`src/rtl/sentinel_mont_mul_pipe.sv`:
```
// Radix-2 Montgomery multiplier: result = A*B*2^-WIDTH mod M, one bit of A per cycle.
// Define SENTINEL_MONT_FINAL_SUB_EN to add the final conditional subtraction (REDUCE state).
module sentinel_mont_mul_pipe #(
  parameter int WIDTH = 256,
  parameter int CNT_W = $clog2(WIDTH + 1)
) (
  input  logic             clk,
  input  logic             rst_n,
  input  logic             in_valid,
  output logic             in_ready,
  input  logic [WIDTH-1:0] operand_a,
  input  logic [WIDTH-1:0] operand_b,
  input  logic [WIDTH-1:0] modulus,
  output logic             out_valid,
  input  logic             out_ready,
  output logic [WIDTH-1:0] result,
  output logic             err_even_mod,
  output logic             busy
);

  // Handshakes: a transfer happens on a rising edge where valid && ready are both high.
  // in_ready depends only on state; out_valid/result/err_even_mod hold until out_ready.
  typedef enum logic [1:0] {
    S_IDLE    = 2'd0,
    S_COMPUTE = 2'd1,
    S_REDUCE  = 2'd2,
    S_OUT     = 2'd3
  } state_t;

  state_t state;
  state_t state_nxt;

  logic [WIDTH-1:0] a_q;
  logic [WIDTH-1:0] b_q;
  logic [WIDTH-1:0] m_q;
  logic [WIDTH-1:0] result_q;
  logic [WIDTH+1:0] t_q;
  logic [CNT_W-1:0] cnt_q;
  logic             err_q;

  logic             xfer;
  logic             last_iter;
  logic [WIDTH+1:0] t_add;
  logic [WIDTH+1:0] t_odd;
  logic [WIDTH+1:0] t_step;

  assign xfer      = in_valid && in_ready;
  assign last_iter = (cnt_q == CNT_W'(WIDTH - 1));

  // T stays below 2M, so T + B + M < 4M fits in WIDTH+2 bits before the halving.
  always_comb begin
    t_add  = t_q + (a_q[0] ? {2'b00, b_q} : '0);
    t_odd  = t_add[0] ? (t_add + {2'b00, m_q}) : t_add;
    t_step = t_odd >> 1;
  end

`ifdef SENTINEL_MONT_FINAL_SUB_EN
  logic [WIDTH+1:0] t_sub;
  logic [WIDTH-1:0] t_red;

  always_comb begin
    t_sub = t_q - {2'b00, m_q};
    t_red = (t_q >= {2'b00, m_q}) ? t_sub[WIDTH-1:0] : t_q[WIDTH-1:0];
  end
`endif

  always_ff @(posedge clk or negedge rst_n) begin
    if (!rst_n) begin
      state <= S_IDLE;
    end else begin
      state <= state_nxt;
    end
  end

  always_comb begin
    state_nxt = state;
    in_ready  = 1'b0;
    out_valid = 1'b0;
    busy      = 1'b1;
    unique case (state)
      S_IDLE: begin
        in_ready = 1'b1;
        busy     = 1'b0;
        if (in_valid) begin
          state_nxt = modulus[0] ? S_COMPUTE : S_OUT;
        end
      end
      S_COMPUTE: begin
        if (last_iter) begin
`ifdef SENTINEL_MONT_FINAL_SUB_EN
          state_nxt = S_REDUCE;
`else
          state_nxt = S_OUT;
`endif
        end
      end
      S_REDUCE: begin
        state_nxt = S_OUT;
      end
      S_OUT: begin
        out_valid = 1'b1;
        if (out_ready) begin
          state_nxt = S_IDLE;
        end
      end
      default: begin
        state_nxt = S_IDLE;
      end
    endcase
  end

  // Operands are captured only on a transfer, so input changes while busy are invisible.
  always_ff @(posedge clk or negedge rst_n) begin
    if (!rst_n) begin
      a_q      <= '0;
      b_q      <= '0;
      m_q      <= '0;
      t_q      <= '0;
      cnt_q    <= '0;
      err_q    <= 1'b0;
      result_q <= '0;
    end else begin
      unique case (state)
        S_IDLE: begin
          if (xfer) begin
            a_q      <= operand_a;
            b_q      <= operand_b;
            m_q      <= modulus;
            t_q      <= '0;
            cnt_q    <= '0;
            err_q    <= ~modulus[0];
            result_q <= '0;
          end
        end
        S_COMPUTE: begin
          t_q   <= t_step;
          a_q   <= a_q >> 1;
          cnt_q <= cnt_q + CNT_W'(1);
`ifndef SENTINEL_MONT_FINAL_SUB_EN
          if (last_iter) begin
            result_q <= t_step[WIDTH-1:0];
          end
`endif
        end
        S_REDUCE: begin
`ifdef SENTINEL_MONT_FINAL_SUB_EN
          result_q <= t_red;
`endif
        end
        default: begin
        end
      endcase
    end
  end

  assign result       = result_q;
  assign err_even_mod = err_q;

endmodule

```
`config.mk`:
```
export PLATFORM = sky130hd
export DESIGN_NAME = sentinel_mont_mul_pipe
export DESIGN_NICKNAME = d
export VERILOG_FILES = /design/src/rtl/sentinel_mont_mul_pipe.sv
export SDC_FILE = /design/constraint.sdc
export NUM_CORES = 2
export LEC_CHECK = 0
export BUFFER_PORTS_ARGS = -buffer_cell sky130_fd_sc_hd__clkbuf_2
export CORE_AREA = 3 3 468 470
export DETAILED_ROUTE_END_ITERATION = 8
export DIE_AREA = 0 0 471 473
export MAX_ROUTING_LAYER = met4
export SLEW_MARGIN = 20
export SYNTH_ARGS = -nofsm -noshare
export SYNTH_HDL_FRONTEND = slang
export SYNTH_SLANG_ARGS = --single-unit
```
`constraint.sdc`:
```
create_clock -name clk -period 8.65 [get_ports clk]
set_clock_uncertainty 0.15 [all_clocks]
set_input_delay 0.865 -clock clk [delete_from_list [all_inputs] [get_ports clk]]
set_output_delay 0.865 -clock clk [all_outputs]
set_load 0.05 [all_outputs]
```
==> impl_metrics.yaml <==
status:
  outcome: "complete, no violations"
finish:
  nets: 16400
  final_cell_area_um2: 125000
  drive_gt1_share_pct: 26.5
  fin_util_pct: 58.4
  multi_input_area_um2: 61400
  seq_area_um2: 32400
  final_cell_count_no_fill: 18100
  syn2layout_area_growth_pct: 29.8
  fillCellCount: 19300
route:
  vias: 114000
  ant_nets: 0
  drc_errors: 0
  via_per_inst: 6.31
  wl_um: 535000
  drtIter0Drc: 14800
  post_drt_wl_per_cell_um: 29.6
  first_pass_iters: 8
worst_setup_path:
  cp_data_arrival_time_ps: 9180
  cp.required_ps: 9190
  worstSetupPathType: "reg -> reg"
  rrSetupSlack_ps: 4
  critPathMostFrequentCell: "buf_4"
  worstSetupStartpointType: "flop"
  end_kind: "flop"
  cp_slowest_cell: "dfrtp_4"
  critPathMaxStageDelay_ps: 610
  worstPathMaxFanout: 10
die:
  io_pins: 1032
  coreArea_um2: 215000
  num_rows: 170
  die_area_um2: 223000
  die_x_um: 471
  dieHeight_um: 473
  start_util_pct: 45.0
global_route:
  antenna_found_initial: 41
  grt_overflow_total: 0
  grt_start_max_net_pins: 206
  grt_pass1_vias: 110000
  track_usage_pct: 47.4
  grt_pass1_wl_um: 756000
yosys:
  synthDistinctLibCells: 115
  synth_enable_flop_cells: 0
  ys.flop_type: "dfrtp_1"
  synthArstFlopShare_pct: 100
  ys_seq_area_share_pct: 33.5
  synth_top_cell_area_share_pct: 33.5
  ys_warn_count: 0
  ys_ff_latch: 1293
  syn-cell-area_um2: 96600
  syn_inst: 12500
  syn_area_per_cell_um2: 7.74
  ys_top_cells_by_count: "nand2_1 (2909), dfrtp_1 (1293), a21oi_1 (1265), o21ai_0 (970), nor2_1 (694)"
  synth.area.top_cells: "dfrtp_1 (33%), nand2_1 (11%), ha_1 (6.7%), a21oi_1 (6.6%), o21ai_0 (5.0%)"
  yosysMostFrequentCell: "nand2_1"
  syn-num-nets: 13800
  synth_largest_area_cell: "dfrtp_1"
flow_run:
  maxCapViolations: 0
clocking:
  clock_latency_ps: 880
  ctsLongestPathBuffers: 3
  clkSinkCount: 1293
  cts_max_level: 4
  cts_tree: "built"
  clkTransAtPathRegs_ps: 70
  cts_buffers: 147
  clock-root-buffer: "clkbuf_16"
timing:
  timing.final.crit_share_pct: 99.9
  slew_viol_final: 0
  worst_slew_pin_slew_ps: 1350
  hold_viol: 0
  fin_crit_ps: 8650
  relSlewSlack_pct: 10.2
  rsz0062_at_grt: "yes"
  finalSetupViolCount: 0
  max_freq_ghz: 0.116
placement:
  port_buffers: 1031
  hpwl_um: 431000
  place_area_um2: 119000
  place_inst: 17700
  gp_congestion: 1.14
hold_path:
  min-delay-path-class: "in -> reg"
[cell usage in the layout, fill, tap and decap left out, types with 159 or more instances in the layout]
cell type	synthesis	layout
and2_1	283	280
a21o_1	211	211
xnor2_1	301	294
o22ai_1	432	432
mux2_2	266	266
nor2_1	694	676
o21ai_0	970	957
dfrtp_1	1293	1292
buf_4	7	2165
a21oi_1	1265	1239
nor3_1	175	159
o21bai_1	179	178
xor2_1	192	192
nand2_1	2909	2898
ha_1	517	507
nand4_1	335	335
clkbuf_2	5	1029
inv_1	201	200
[critical path, delay by kind of cell (launching register included)]
family	cells	cell delay (ps)
muxes	1	350
buffers and inverters	12	2000
xor gates and xnor gates	1	240
and+or+nand+nor	12	2620
adders and majority gates	2	770
AOI/OAI and AO/OA	8	1650
DFF	1	610
[flip-flops by register name, indices dropped and copies added (netlist names)]
signal and count:
t_q 257, m_q 256, state 2, a_q 256, result 256, b_q 256
cnt_q 9, err_even_mod 1
[path summary, 6_finish.rpt]
kind	start	endpoint	cells after the start
worst max-delay path	a_q[0]	result[254]	36
worst min-delay path	operand_b[86]	b_q[86]	3
worst max register to register	a_q[0]	result[254]	36
worst min register to register	b_q[154]	b_q[154]	2
max in group asynchronous	rst_n	a_q[117]	4
min in group asynchronous	rst_n	result[16]	2
[metal layers]
metal  global-route usage, %  up-vias  share of wire, %
met5                       -        -                 0
met4                    29.4        0               7.8
met3                    12.6     1595                12
met2                    66.1     7462                41
met1                    60.8    55300                40
li1                        -    49800                 -
[final cells by class]
cell class | count | share of cell area (%)
antenna | 36 | 0.0718
inverter | 203 | 0.610
clock inverter | 73 | 0.764
multi-input combinational | 10200 | 48.9
tap | 2838 | 2.83
clock buffer | 196 | 3.24
timing repair buffer | 3239 | 17.7
sequential | 1293 | 25.8
[metrics by stage]
step           setup WS, ps  TNS (ps)  hold WS, ps
6_report               4.44         0         33.7
5_1_grt               -68.8      -174         31.1
4_1_cts               0.557         0        0.308
3_5_place_dp           -590    -20690          305
3_3_place_gp           -737    -22610          303
2_1_floorplan          1790         0          287
[what timing repair did]
item / in CTS / in global routing
gates resized for setup: 27 / 126
pin swaps: 2 / 27
endpoints found under the setup margin: 158 / 226
hold buffers: 1 / 0
endpoints found under the hold margin: 127 / 0
setup buffers: 2 / 22
[logic make-up after synthesis]
family	after synthesis	share of synthesized area, %
AO/OA/AOI/OAI	3919	24.7
XOR/XNOR	493	4.47
adder cells (fa/ha/maj)	519	6.74
buffers and inverters	984	3.99
flip-flops	1293	33.5
multiplexers	409	4.58
AND/OR/NAND/NOR	4860	22.0
Power is left out: the tool's default activity adds up to more than one toggle a clock period on the data nets, which glitch-free logic cannot reach.
